<file path="src/rtl/fifo_rd_packer.sv">
// -----------------------------------------------------------------------------
// fifo_rd_packer
//
// Read-side consumer for the synchronous FIFO (one-cycle registered read).
// Pops DATA_WIDTH words and packs PACK of them into one OUT_WIDTH beat on a
// valid/ready stream. Lane 0 (bits [DATA_WIDTH-1:0]) holds the oldest word.
// A single-cycle flush emits any partial beat with per-lane keep flags.
//
// Optional feature macro: FIFO_RD_PACKER_STATS_EN
//   defined   : stat_words / stat_beats are saturating 32-bit counters
//   undefined : stat_words / stat_beats are tied to zero, no counter flops
//
// Ports:
//   clk            in   rising-edge clock
//   rst            in   synchronous, active-high reset
//   fifo_empty     in   FIFO empty flag
//   fifo_rd_en     out  FIFO pop request (combinational from registered state)
//   fifo_data_out  in   FIFO read data, valid the cycle after fifo_rd_en
//   flush          in   single-cycle request to emit any partial beat
//   m_valid        out  output beat valid
//   m_ready        in   downstream accept
//   m_data         out  packed beat
//   m_keep         out  per-lane valid flags
//   flush_done     out  one-cycle pulse when a flush completes
//   stat_words     out  words popped (optional)
//   stat_beats     out  beats accepted (optional)
// -----------------------------------------------------------------------------
module fifo_rd_packer #(
    parameter int DATA_WIDTH = 8,
    parameter int PACK       = 4,
    parameter int OUT_WIDTH  = DATA_WIDTH * PACK
) (
    input  logic                  clk,
    input  logic                  rst,
    input  logic                  fifo_empty,
    output logic                  fifo_rd_en,
    input  logic [DATA_WIDTH-1:0] fifo_data_out,
    input  logic                  flush,
    output logic                  m_valid,
    input  logic                  m_ready,
    output logic [OUT_WIDTH-1:0]  m_data,
    output logic [PACK-1:0]       m_keep,
    output logic                  flush_done,
    output logic [31:0]           stat_words,
    output logic [31:0]           stat_beats
);

    localparam int               CNT_W      = $clog2(PACK + 1);
    localparam logic [CNT_W-1:0] CNT_FULL   = CNT_W'(PACK);
    localparam logic [CNT_W:0]   CNT_FULL_X = (CNT_W + 1)'(PACK);

    localparam logic [1:0] ST_FILL  = 2'd0;
    localparam logic [1:0] ST_DRAIN = 2'd1;
    localparam logic [1:0] ST_EMIT  = 2'd2;

    generate
        if (PACK < 2 || OUT_WIDTH != DATA_WIDTH * PACK) begin : g_bad_params
            $error("fifo_rd_packer: PACK must be >= 2 and OUT_WIDTH must equal DATA_WIDTH*PACK");
        end
    endgenerate

    logic [1:0]                      state_q,      state_d;
    logic [CNT_W-1:0]                acc_cnt_q,    acc_cnt_d;
    logic                            inflight_q,   inflight_d;
    logic [PACK-1:0][DATA_WIDTH-1:0] acc_q,        acc_d;
    logic                            m_valid_q,    m_valid_d;
    logic [OUT_WIDTH-1:0]            m_data_q,     m_data_d;
    logic [PACK-1:0]                 m_keep_q,     m_keep_d;
    logic                            flush_done_q, flush_done_d;

    logic                            out_free;
    logic [CNT_W:0]                  occupancy;

    // Output register can take a new beat when it is empty or being accepted.
    assign out_free  = !m_valid_q || m_ready;

    // Words already captured plus the one still arriving; one bit wider so the
    // sum cannot wrap. Keeping it below PACK guarantees the accumulator never
    // overflows.
    assign occupancy = {1'b0, acc_cnt_q} + {{CNT_W{1'b0}}, inflight_q};

    assign fifo_rd_en = !rst && (state_q == ST_FILL) && !fifo_empty &&
                        (occupancy < CNT_FULL_X);

    always_comb begin
        state_d      = state_q;
        acc_cnt_d    = acc_cnt_q;
        acc_d        = acc_q;
        inflight_d   = fifo_rd_en;
        m_valid_d    = m_valid_q;
        m_data_d     = m_data_q;
        m_keep_d     = m_keep_q;
        flush_done_d = 1'b0;

        if (m_valid_q && m_ready) begin
            m_valid_d = 1'b0;
        end

        // Capture the word requested last cycle into the next free lane.
        // Cannot coincide with a transfer: a full accumulator implies no read
        // was in flight.
        if (inflight_q) begin
            for (int i = 0; i < PACK; i++) begin
                if (acc_cnt_q == CNT_W'(i)) begin
                    acc_d[i] = fifo_data_out;
                end
            end
            acc_cnt_d = acc_cnt_q + CNT_W'(1);
        end

        case (state_q)
            ST_FILL: begin
                if (acc_cnt_q == CNT_FULL && out_free) begin
                    m_valid_d = 1'b1;
                    m_data_d  = acc_q;
                    m_keep_d  = '1;
                    acc_d     = '0;
                    acc_cnt_d = '0;
                end
                if (flush) begin
                    state_d = ST_DRAIN;
                end
            end

            ST_DRAIN: begin
                // Reads stopped on entry; wait until the last requested word
                // has landed before deciding whether anything is left to emit.
                if (!inflight_q) begin
                    if (acc_cnt_q == '0) begin
                        flush_done_d = 1'b1;
                        state_d      = ST_FILL;
                    end else begin
                        state_d = ST_EMIT;
                    end
                end
            end

            ST_EMIT: begin
                // Unused lanes are already zero because the accumulator is
                // cleared on every load and on reset.
                if (out_free) begin
                    m_valid_d = 1'b1;
                    m_data_d  = acc_q;
                    for (int i = 0; i < PACK; i++) begin
                        m_keep_d[i] = (CNT_W'(i) < acc_cnt_q);
                    end
                    acc_d        = '0;
                    acc_cnt_d    = '0;
                    flush_done_d = 1'b1;
                    state_d      = ST_FILL;
                end
            end

            default: begin
                state_d = ST_FILL;
            end
        endcase
    end

    always_ff @(posedge clk) begin
        if (rst) begin
            state_q      <= ST_FILL;
            acc_cnt_q    <= '0;
            inflight_q   <= 1'b0;
            acc_q        <= '0;
            m_valid_q    <= 1'b0;
            m_data_q     <= '0;
            m_keep_q     <= '0;
            flush_done_q <= 1'b0;
        end else begin
            state_q      <= state_d;
            acc_cnt_q    <= acc_cnt_d;
            inflight_q   <= inflight_d;
            acc_q        <= acc_d;
            m_valid_q    <= m_valid_d;
            m_data_q     <= m_data_d;
            m_keep_q     <= m_keep_d;
            flush_done_q <= flush_done_d;
        end
    end

    assign m_valid    = m_valid_q;
    assign m_data     = m_data_q;
    assign m_keep     = m_keep_q;
    assign flush_done = flush_done_q;

`ifdef FIFO_RD_PACKER_STATS_EN
    logic [31:0] stat_words_q, stat_words_d;
    logic [31:0] stat_beats_q, stat_beats_d;

    // Saturating counters: they stick at all-ones rather than wrapping.
    always_comb begin
        stat_words_d = stat_words_q;
        stat_beats_d = stat_beats_q;
        if (fifo_rd_en && (stat_words_q != 32'hFFFF_FFFF)) begin
            stat_words_d = stat_words_q + 32'd1;
        end
        if (m_valid_q && m_ready && (stat_beats_q != 32'hFFFF_FFFF)) begin
            stat_beats_d = stat_beats_q + 32'd1;
        end
    end

    always_ff @(posedge clk) begin
        if (rst) begin
            stat_words_q <= '0;
            stat_beats_q <= '0;
        end else begin
            stat_words_q <= stat_words_d;
            stat_beats_q <= stat_beats_d;
        end
    end

    assign stat_words = stat_words_q;
    assign stat_beats = stat_beats_q;
`else
    assign stat_words = '0;
    assign stat_beats = '0;
`endif

endmodule

</file>
<file path="config.mk">
export PLATFORM = sky130hd
export DESIGN_NAME = fifo_rd_packer
export DESIGN_NICKNAME = d
export VERILOG_FILES = /design/src/rtl/fifo_rd_packer.sv
export SDC_FILE = /design/constraint.sdc
export NUM_CORES = 1
export LEC_CHECK = 0
export CORE_UTILIZATION = 30
export CTS_CLUSTER_DIAMETER = 200
export DETAILED_ROUTE_END_ITERATION = 10
export DONT_BUFFER_PORTS = 1
export MAX_ROUTING_LAYER = met4
export PLACE_DENSITY = 0.43
export RECOVER_POWER = 50
export SLEW_MARGIN = 20
export SYNTH_ARGS = -nofsm -noshare
export SYNTH_HDL_FRONTEND = slang
export SYNTH_SLANG_ARGS = --single-unit
</file>
<file path="constraint.sdc">
create_clock -name clk -period 4.67 [get_ports clk]
set_input_delay 0 -clock clk [delete_from_list [all_inputs] [get_ports clk]]
set_output_delay 0 -clock clk [all_outputs]
set_load 0.005 [all_outputs]
</file>
; ---- After elaboration in Yosys (flattened, before gate mapping)
; Index checks and enable logic that the tools add are counted.
[totals]
register_bits = 76
input_bits = 13
ramBits = 0
latchBits = 0
romBits = 0
n_memories = 0
elab_cells = 73
[op_classes]
order_cmp = 5
n_div = 0
shifts = 0
eq_ne = 10
n_reduce_logical = 14
add_sub_neg = 2
n_mul = 0
bitwise = 0
mux = 31
[op_table]
columns = cell, count
row1 = $mux 32, 5
row2 = $pmux 32 s2, 2
row3 = $mux 8, 4
row4 = $mux 3, 3
row5 = $mux 2, 4
row6 = $mux 4, 2
row7 = $pmux 4 s2, 1
row8 = $eq 3x2->1 const B, 2
row9 = $lt 1x3->1 const A, 2
row10 = $lt 2x3->1 const A, 2
row11 = $mux 1, 6
row12 = $ne 2x2->1 const B, 3
row13 = $pmux 2 s3, 1
row14 = $pmux 3 s2, 1
row15 = $reduce_and 3->1, 2
row16 = $logic_and 1x1->1, 5
row17 = $add 3x1->4, 1
row18 = $lt 4x3->1 const B, 1
row19 = $pmux 1 s2, 2
row20 = $add 3x1->3 const B, 1
row21 = $eq 3x1->1 const B, 1
row22 = $eq 3x3->1 const B, 1
row23 = $logic_not 1->1, 3
row24 = $logic_not 3->1, 1
row25 = 6 further kinds, 6

; ---- Depth between registers and ports, before layout
; Gate-level depths: netlist (run 1).
[logic_depth]
ltp_word = 5
ltp_mapped = 8
ltp_nobuf = 5

; ---- Worst setup path before layout (run 1)
; OpenSTA, ideal clock, no wires.
[synth_path]
path_kind = register to register
from = register acc_cnt_q[1]
to = register m_data_q[0], in the netlist m_data[0]
slack_ps = 2988
path_buffers = 3
path_stages_with_launch = 9
period_less_slack_ps = 1682
arrival_time_ps = 1549
path_cell_list = dfxtp_1 > clkbuf_1 > inv_1 > ha_1 > and3_1 > buf_4 > buf_2 > o211ai_1 > a21oi_1
[synth_between]
elab_chain_len = 4
[synth_lines]
columns = element, line
row1 = "start, declared", 63  ; logic [CNT_W-1:0] acc_cnt_q, acc_cnt_d;
row2 = "start signal, assigned", 172  ; acc_cnt_q <= acc_cnt_d;
row3 = $eq 3x3->1, 113  ; if (acc_cnt_q == CNT_FULL && out_free) begin
row4 = $logic_and 1x1->1, 113
row5 = $ne 2x1->1 (no source line), --
row6 = $reduce_and 3->1 (no source line), --
row7 = "end signal, assigned", 176  ; m_data_q <= m_data_d;
row8 = "end, declared", 67  ; logic [OUT_WIDTH-1:0] m_data_q, m_data_d;
; Every way passes these cells.
; A chain may end at the register's enable or synchronous reset.

; ---- Worst setup path after layout (run 1)
[layout_path]
from = register acc_cnt_q[1]
to = register m_keep_q[0], in the netlist m_keep[0]
[layout_between]
elab_chain_len = 4
[layout_lines]
columns = element, line
row1 = branches (longest 4 deep; another with $lt 1x3->1), --
row2 = "end signal, assigned", 177  ; m_keep_q <= m_keep_d;
row3 = "end, declared", 68  ; logic [PACK-1:0] m_keep_q, m_keep_d;
; Parallel ways; which one is timed is not known. The select of a mux whose other input is x is not followed.

==> metrics.cfg, run 1 <==
[power]
clockPowerShare = 0.445
internal-power_w = 0.00114
leakage_nw = 1.54
power.ir.vdd_worst_uv = 222
netSwitchingFraction = 0.260
comb_power_share = 0.114
p_seq_frac = 0.441
power_density_mw_per_mm2 = 384
p_switching_w = 0.000399

[logic_synthesis]
synthesis.yosys.warnings = 0
synth_cell_count_leaders = sky130_fd_sc_hd__dfxtp_1, sky130_fd_sc_hd__buf_4, sky130_fd_sc_hd__a21oi_1
synth-async-reset-ratio = 0
syn_area_mm2 = 0.00378
synth.top_cells.by_area = sky130_fd_sc_hd__dfxtp_1, sky130_fd_sc_hd__buf_4, sky130_fd_sc_hd__mux2i_1
flip_flop_and_latch_count_after_synthesis = 76
yosysMostFrequentCell = sky130_fd_sc_hd__dfxtp_1
postSynthAreaPerCell_um2 = 9.21
fraction_of_the_yosys_area_taken_by_sequential_cells = 0.402
synth_cell_type_count = 40
synth_top_area_frac = 0.402
ys_dominant_reg_cell = sky130_fd_sc_hd__dfxtp_1
syn_inst = 411
netlist.top_cell.by_area = sky130_fd_sc_hd__dfxtp_1
count_of_flip_flops_with_a_built_in_enable_after_synthesis = 0

[die]
die_y_um = 114
coreArea_mm2 = 0.0122
rows = 40
initial_utilization = 0.311
design.die.area_mm2 = 0.0131
io_pins = 116
die-width_um = 114

[routing]
antenna_violating_nets_post_route = 0
route.vias.total = 2610
dr.pass1.iters = 4
drc_errors = 0
post_drt_via_cell_ratio = 4.54
drtIter0Drc = 103
routedWlPerCell_um = 15.1
routed_wl_mm = 8.66

[critical_path]
max_stage_delay_ps = 1170
critPathLaunchType = flop
critPathBufInv = 2
timing.critical_path.cells = inv_1 -> ha_1 -> and3_1 -> clkbuf_1 -> o21ai_0 -> o311a_1
path_max_fanout = 34
cpLargestDelayFamily = buffers and inverters
worstSetupEndpointType = flop
crit_arrival_ps = 3410
critPathSlowestCell = sky130_fd_sc_hd__clkbuf_1
cp_data_required_time_ps = 4870
timing_worst_setup_path_type = flop to flop

[grt]
number_of_antenna_violations_at_the_first_check_in_global_routing = 3
grt_overflow_total = 0
wire_length_of_the_first_global_routing_pass_mm = 13.6
grt_pass1_vias = 2452
grt_start_max_net_pins = 41
groute.usage.overall = 0.141

[place]
detailed_place_hpwl_mm = 5.48
place.port_buffers = 0
pre_cts_ws_ps = 2140
gp_congestion = 0.735

[sta]
slew_viol_final = 35
final-setup-viol-count = 0
fmax_mhz = 312
fin_tns_setup_ps = 0
rsz_0062_raised_after_global_routing = no
fin_ws_ps = 1460
hold_violation_count_in_the_final_report = 0
slew-limit-headroom = -0.0883
min_period_ps = 3210
fin_crit_sh = 0.687
worst_clock_skew_ps = 7.24
max_slew.worst_pin.slew_ps = 1630

[clocking]
post_cts_resize_count = 0
cts_post_setup_buffers_inserted = 0
clock-root-buffer = sky130_fd_sc_hd__clkbuf_16
worst_skew_pair.late_latency_ps = 320
cts_hold_repair.buffers = 13
clkSlewWorstSetupHoldPaths_ps = 60
cts_max_path_buffers = 2
htree_levels = 3
clkSinkCount = 76
cts_tree = yes
numCtsBuffers = 9

[final_layout]
ratio_of_cells_with_drive_above_1_in_the_final_layout = 0.0619
multiInputGateArea_mm2 = 0.00177
final_net_count = 420
nFillCells = 1288
syn_to_final_growth_pct = 5.52
area.sequential_mm2 = 0.00152

[run_status]
run_status = finished with violations
failed_checks = capacitance limit, slew limit

[min_path]
hold_path.class = primary input to flop

[flow_run]
timing.max_cap.violations = 1

## placed cells by master, fill, tap and decap left out, drive strengths merged, types with 2 or more instances in the layout
cell type | netlist | layout
a21oi | 43 | 43
and3 | 2 | 2
buf | 91 | 4
clkbuf | 11 | 11
clkinv | 0 | 3
conb | 1 | 64
dfxtp | 76 | 76
diode | 0 | 3
dlygate4sd3 | 0 | 12
ha | 7 | 7
inv | 8 | 8
mux2i | 26 | 26
nand2 | 22 | 22
nand2b | 2 | 2
nand3b | 2 | 2
nor2 | 29 | 29
nor2b | 3 | 3
o211ai | 32 | 32
o21ai | 3 | 3
o311a | 2 | 2
o311ai | 2 | 2
o31ai | 35 | 35
## power by group through the flow
| stage | clock network (W) | logic (W) | registers (W) |
|---|---|---|---|
| 6_report | 0.000683 | 0.000175 | 0.000677 |
| 5_1_grt | 0.000743 | 0.000194 | 0.000679 |
| 4_1_cts | 0.000705 | 0.000176 | 0.000677 |
| 3_5_place_dp | 0 | 0.000155 | 0.000692 |
| 3_3_place_gp | 0 | 0.000154 | 0.000691 |
| 2_1_floorplan | 0 | 0.000184 | 0.000685 |
## flip-flops by register name, summed over array words and instances (netlist names)
name,cells
acc_q,32
m_data,32
m_keep,4
acc_cnt_q,3
state_q,2
flush_done,1
inflight_q,1
m_valid,1
## layer usage
metal / up-vias / GRT usage / wire length [um]
met5: - / - / 0
met4: 0 / 0.0494 / 0
met3: 0 / 0.0439 / 492
met2: 83 / 0.214 / 4110
met1: 1212 / 0.177 / 4060
li1: 1315 / - / -
## cell type report
cell class | instances | area share
Clock buffer | 10 | 0.0598
Multi-Input combinational cell | 288 | 0.442
Antenna cell | 3 | 0.00188
Clock inverter | 5 | 0.0132
Inverter | 8 | 0.00752
Sequential cell | 76 | 0.381
Tap cell | 168 | 0.0526
Timing Repair Buffer | 17 | 0.0417
## worst paths after layout
check / from / end / slack (ps) / depth (start not counted)
min: rst / m_keep[2] / 50 / 2
max: acc_cnt_q[1] / m_keep[0] / 1460 / 6
min reg2reg: acc_q[29] / acc_q[29] / 460 / 2
max reg2reg: acc_cnt_q[1] / m_keep[0] / 1460 / 6
## cell families after synthesis
kind of cell | after synthesis | share of synthesized area
flops | 76 | 0.402
compound gates | 121 | 0.220
mux | 26 | 0.0688
buf+inv | 110 | 0.193
xor+xnor | 1 | 0.00231
simple gates | 69 | 0.0896
other cells | 1 | 0.000991
fa+ha+maj | 7 | 0.0231
## through the flow
stage          total power, W  std cells  utilization  area [um2]  hold slack (ps)
2_1_floorplan        0.000869        474            -        4020              133
3_5_place_dp         0.000847        544        0.293        3560             76.4
5_1_grt               0.00162        575        0.328        3990             61.6
3_3_place_gp         0.000845        544        0.293        3560             76.5
4_1_cts               0.00156        572        0.328        3990             39.5
6_report              0.00153        575        0.328        3990             54.4
Power figures use the tool's default switching activity.
==> run 2, diff against run 1 <==
--- a/config.mk
+++ b/config.mk
@@ -10,7 +10,7 @@
 export DETAILED_ROUTE_END_ITERATION = 10
 export DONT_BUFFER_PORTS = 1
 export MAX_ROUTING_LAYER = met4
-export PLACE_DENSITY = 0.43
+export PLACE_DENSITY = 0.44
 export RECOVER_POWER = 50
 export SLEW_MARGIN = 20
 export SYNTH_ARGS = -nofsm -noshare
==> constraint.sdc (replaced) <==
create_clock -name clk -period 2.7 [get_ports clk]
set_input_delay 0 -clock clk [delete_from_list [all_inputs] [get_ports clk]]
set_output_delay 0 -clock clk [all_outputs]
set_load 0.005 [all_outputs]
==> run 2 against run 1 <==
  * The flow finishes with violations (hold timing)
  * Final cell count up 0.87%
  * Worst hold slack worse by 56 ps
  * Sequential power up 73%
  * Die area unchanged
  * Sequential cell count unchanged
  * Global-route usage up 0.97 points
  * Count of clock-buffer cells in the layout up 1
  * Critical path type unchanged
  * Critical endpoint is now m_data[21]
==> metrics.cfg, run 2 (same netlist as run 1, synthesis figures left out) <==
[final_layout]
final_net_count = 424
nFillCells = 1295
area.sequential_mm2 = 0.00152
ratio_of_cells_with_drive_above_1_in_the_final_layout = 0.0733
layout_commonest_cell = sky130_fd_sc_hd__dfxtp_1
syn_to_final_growth_pct = 5.92
multiInputGateArea_mm2 = 0.00176
most-common-layout-cells = sky130_fd_sc_hd__dfxtp_1, sky130_fd_sc_hd__conb_1, sky130_fd_sc_hd__a21oi_1
fin_cells = 580

[sta]
slew-limit-headroom = 0.227
smallest_hold_slack_ps = -1.44
rsz_0062_raised_after_global_routing = no
max_slew.worst_pin.slew_ps = 1150
worst_clock_skew_ps = 7.31
min_period_ps = 2420
fin_tns_setup_ps = 0
hold_violation_count_in_the_final_report = 1
slew_viol_final = 0
fin_crit_sh = 0.897
fmax_mhz = 413
final-setup-viol-count = 0

[place]
place.port_buffers = 0
detailed_place_hpwl_mm = 5.92
placed_cells = 548
gp_congestion = 0.723

[routing]
routedWlPerCell_um = 15.7
route.vias.total = 2647
drc_errors = 0
dr.pass1.iters = 4
routed_wl_mm = 9.12
drtIter0Drc = 132
post_drt_via_cell_ratio = 4.56
antenna_violating_nets_post_route = 0

[clocking]
numCtsBuffers = 9
cts_max_path_buffers = 2
cts_post_setup_buffers_inserted = 0
htree_levels = 3
clock-root-buffer = sky130_fd_sc_hd__clkbuf_16
worst_skew_pair.late_latency_ps = 330
clkSlewWorstSetupHoldPaths_ps = 60
clkSinkCount = 76
cts_tree = yes

[die]
rows = 40
design.die.area_mm2 = 0.0131
die-width_um = 114
die_y_um = 114
initial_utilization = 0.311
io_pins = 116
coreArea_mm2 = 0.0122

[critical_path]
worstSetupEndpointType = flop
cp_data_required_time_ps = 2980
path_max_fanout = 18
crit_arrival_ps = 2700
timing_worst_setup_path_type = flop to flop
critPathLaunchType = flop

[power]
power.ir.vdd_worst_uv = 253
leakage_nw = 1.55
power_density_mw_per_mm2 = 651

[run_status]
failed_checks = hold timing
run_status = finished with violations

[grt]
groute.usage.overall = 0.151
grt_start_max_net_pins = 40
number_of_antenna_violations_at_the_first_check_in_global_routing = 3
wire_length_of_the_first_global_routing_pass_mm = 14.4
grt_overflow_total = 0
grt_pass1_vias = 2534

[min_path]
hold_path.class = primary input to flop

[flow_run]
timing.max_cap.violations = 0

==> run 2: changes by cell type in the layout (fill, tap and decap cells not counted), sizes merged <==
cell / delta
buf: +5
bufinv: -1
clkinv: -2
clkinvlp: +2
inv: +1
==> run 2: final cells by class <==
type / instances / share of cell area
clock buffers: 11 / 0.0605
diodes: 3 / 0.00187
inverters: 8 / 0.00749
clock inverters: 5 / 0.00905
flip-flops and latches: 76 / 0.380
multi-input cells: 288 / 0.439
repair buffers: 21 / 0.0499
well taps: 168 / 0.0524
==> run 2: path summary, 6_finish.rpt <==
| path | startpoint | endpoint | slack (ps) | depth (start not counted) |
|---|---|---|---|---|
| max reg2reg | acc_cnt_q[1] | m_data[21] | 280 | 6 |
| min | rst | m_keep[2] | -1 | 2 |
| min reg2reg | acc_q[26] | acc_q[26] | 460 | 2 |
| max | acc_cnt_q[1] | m_data[21] | 280 | 6 |
==> run 2: worst max-delay path, stage by stage, from the launching register on <==
cell and delay [ps]:
sky130_fd_sc_hd__dfxtp_1 400, sky130_fd_sc_hd__inv_1 110, sky130_fd_sc_hd__ha_1 260, sky130_fd_sc_hd__and3_1 690
sky130_fd_sc_hd__o211ai_1 190, sky130_fd_sc_hd__a21oi_1 150, sky130_fd_sc_hd__dlygate4sd3_1 560
==> run 2: per-stage QoR <==
step	total power [W]	setup WS, ps	util	cell area [um2]	hold slack, ps
after detailed placement	0.00148	523	0.295	3590	78.9
after CTS	0.00265	297	0.330	4010	10.1
after global placement	0.00147	529	0.295	3590	78.1
after global routing	0.00273	96.4	0.330	4010	16.8
after floorplan	0.00150	1020	-	4020	133
final	0.00261	277	0.330	4010	-1.44
==> run 2: what timing repair did <==
| item | CTS | global route |
|---|---|---|
| resized for setup | 0 | 0 |
| hold buffers | 13 | 0 |
| endpoints found under the hold margin | 68 | 0 |
==> run 2: report_power, final <==
group          internal, W  switching, W  leakage (nW)
Clock             0.000649      0.000480         0.128
Sequential         0.00115     0.0000239         0.614
Combinational    0.0000891      0.000222         0.812
==> run 2: metal layers <==
metal / vias up / GRT usage / part of all wire / routed length [um]
li1: 1312 / - / - / -
met1: 1234 / 0.198 / 0.50 / 4550
met2: 95 / 0.215 / 0.42 / 3820
met3: 6 / 0.0572 / 0.073 / 663
met4: 0 / 0.0390 / 0.0087 / 79
met5: - / - / 0 / 0
==> run 3, diff against run 2 <==
--- a/config.mk
+++ b/config.mk
@@ -5,6 +5,7 @@
 export SDC_FILE = /design/constraint.sdc
 export NUM_CORES = 1
 export LEC_CHECK = 0
+export ABC_AREA = 1
 export CORE_UTILIZATION = 30
 export CTS_CLUSTER_DIAMETER = 200
 export DETAILED_ROUTE_END_ITERATION = 10
==> run 3 against run 2 <==
  * The run now ends clean
  * Die area shrank 7.4%
  * Sequential cell count is the same
  * Register-to-register slack gained 40 ps
  * Clock power grew 9%
  * First-iteration DRC count shrank 31%
  * Wire length shrank 16%
  * Via count shrank 2.2%
  * Cell area shrank 5.9%
  * Global-route usage shrank 0.97 points
==> metrics.cfg, run 3 <==
[run_status]
run_status = finished, final reports clean

[die]
io_pins = 116
initial_utilization = 0.308
rows = 39
die_y_um = 110
design.die.area_mm2 = 0.0121
coreArea_mm2 = 0.0114
die-width_um = 110

[logic_synthesis]
synth_cell_count_leaders = sky130_fd_sc_hd__nand2_1, sky130_fd_sc_hd__dfxtp_1, sky130_fd_sc_hd__buf_4, sky130_fd_sc_hd__nand3_1, sky130_fd_sc_hd__a21oi_1
synth.top_cells.by_area = sky130_fd_sc_hd__dfxtp_1, sky130_fd_sc_hd__buf_4, sky130_fd_sc_hd__nand3_1
ys_dominant_reg_cell = sky130_fd_sc_hd__dfxtp_1
syn_inst = 441
yosysMostFrequentCell = sky130_fd_sc_hd__nand2_1
fraction_of_the_yosys_area_taken_by_sequential_cells = 0.435
synthesis.yosys.warnings = 0
synth-async-reset-ratio = 0
netlist.top_cell.by_area = sky130_fd_sc_hd__dfxtp_1
synth_top_area_frac = 0.435
syn_area_mm2 = 0.00350
postSynthAreaPerCell_um2 = 7.94
count_of_flip_flops_with_a_built_in_enable_after_synthesis = 0
synth_cell_type_count = 25
flip_flop_and_latch_count_after_synthesis = 76

[clocking]
cts_max_path_buffers = 2
clkSinkCount = 76
htree_levels = 3
clkSlewWorstSetupHoldPaths_ps = 60
clock-root-buffer = sky130_fd_sc_hd__clkbuf_16
worst_skew_pair.late_latency_ps = 330
numCtsBuffers = 9
cts_tree = yes

[power]
power_density_mw_per_mm2 = 682
power.total_w = 0.00257
power.ir.vdd_worst_uv = 293
leakage_nw = 1.42

[grt]
met1_usage = 0.178
grtUsageMet2 = 0.217
gr-usage-met3 = 0.0376
grt_pass1_vias = 2404
number_of_antenna_violations_at_the_first_check_in_global_routing = 0
grt_overflow_total = 0
grt_start_max_net_pins = 38
wire_length_of_the_first_global_routing_pass_mm = 12.7
groute.usage.overall = 0.141
grt-busiest-layer = met2

[routing]
drtIter0Drc = 91
antenna_violating_nets_post_route = 0
post_drt_via_cell_ratio = 4.35
dr.pass1.iters = 4
routed_wl_mm = 7.64
route.vias.total = 2588
routedWlPerCell_um = 12.8
drc_errors = 0

[critical_path]
cp_data_required_time_ps = 2910
crit_arrival_ps = 2590
timing_worst_setup_path_type = flop to flop
path_max_fanout = 20
critPathLaunchType = flop
worstSetupEndpointType = flop

[final_layout]
ratio_of_cells_with_drive_above_1_in_the_final_layout = 0.0619
layout_commonest_cell = sky130_fd_sc_hd__nand2_1
most-common-layout-cells = sky130_fd_sc_hd__nand2_1, sky130_fd_sc_hd__dfxtp_1, sky130_fd_sc_hd__nand3_1
syn_to_final_growth_pct = 7.76
final_net_count = 467
diodes = 0

[place]
pre_cts_ws_ps = 619
detailed_place_hpwl_mm = 5.28
place.port_buffers = 0
gp_congestion = 0.782

[sta]
fin_ws_ps = 322
hold_violation_count_in_the_final_report = 0
min_period_ps = 2380
rsz_0062_raised_after_global_routing = no
slew_viol_final = 0
final-setup-viol-count = 0
fin_crit_sh = 0.881
smallest_hold_slack_ps = 400
worst_clock_skew_ps = 7.03
fin_tns_setup_ps = 0
fmax_mhz = 421

[min_path]
hold_path.class = primary input to flop

[flow_run]
timing.max_cap.violations = 0

## run 3: cell types whose count changed after synthesis, sizes merged, moves of 3 or more
cell,change
a21oi,+26
buf,-11
clkbuf,-5
inv,+10
mux2i,-26
nand2,+70
nand3,+72
nor2,-14
nor2b,-3
o211ai,-32
o31ai,-35
## run 3: where the power goes
group / leakage (nW) / total (W) / switching, W / internal (W)
Combinational: 0.658 / 0.000187 / 0.000133 / 0.0000540
Clock: 0.150 / 0.00123 / 0.000457 / 0.000769
Sequential: 0.614 / 0.00116 / 0.0000165 / 0.00114
## run 3: kinds of logic (layout without fill, tap and decap cells)
group | Yosys count | after routing | synth area share
compound gates | 71 | 71 | 0.104
xor+xnor | 1 | 1 | 0.00250
fa+ha+maj | 7 | 7 | 0.0250
buf+inv | 105 | 53 | 0.200
flops | 76 | 76 | 0.435
other cells | 1 | 64 | 0.00107
simple gates | 180 | 180 | 0.233
## run 3: worst paths after layout
kind                                    to  slack [ps]         start  depth (start not counted)
worst min-delay path            inflight_q         400    fifo_empty                          4
worst min register to register    acc_q[6]         460      acc_q[6]                          2
worst max-delay path            m_data[23]         320  acc_cnt_q[1]                          9
worst max register to register  m_data[23]         320  acc_cnt_q[1]                          9
## run 3: per-stage QoR
| step | util | instance area (um2) | cells |
|---|---|---|---|
| after global routing | 0.332 | 3770 | 595 |
| final | 0.332 | 3770 | 595 |
| after global placement | 0.292 | 3320 | 565 |
| after floorplan | - | 3740 | 504 |
| after CTS | 0.332 | 3770 | 595 |
| after detailed placement | 0.292 | 3320 | 565 |
## run 3: cell type report
cell class | instances | area, um2
Clock buffer | 13 | 260
Clock inverter | 3 | 43.8
Fill cell | 1210 | 7600
Inverter | 19 | 71.3
Multi-Input combinational cell | 323 | 1520
Sequential cell | 76 | 1520
Tap cell | 143 | 179
Timing Repair Buffer | 18 | 178
## run 3: critical path, cell delays in order, from the launching register on
cell	delay, ps
sky130_fd_sc_hd__dfxtp_1	390
sky130_fd_sc_hd__inv_1	110
sky130_fd_sc_hd__ha_2	330
sky130_fd_sc_hd__nand3_2	150
sky130_fd_sc_hd__nand2_4	210
sky130_fd_sc_hd__nand2_8	150
sky130_fd_sc_hd__buf_4	240
sky130_fd_sc_hd__nand2_1	70
sky130_fd_sc_hd__a21oi_1	50
sky130_fd_sc_hd__dlygate4sd3_1	550
## run 3: routing by layer
layer | vias up | wire (um)
li1 | 1333 | -
met1 | 1169 | 3510
met2 | 84 | 3600
met3 | 2 | 491
met4 | 0 | 37
met5 | - | 0
## run 3: repair_timing
| action | CTS | global route |
|---|---|---|
| resized for setup | 0 | 1 |
| hold endpoints to repair | 73 | 0 |
| setup endpoints to repair | 0 | 1 |
| setup buffers | 0 | 0 |
| hold buffers | 14 | 0 |
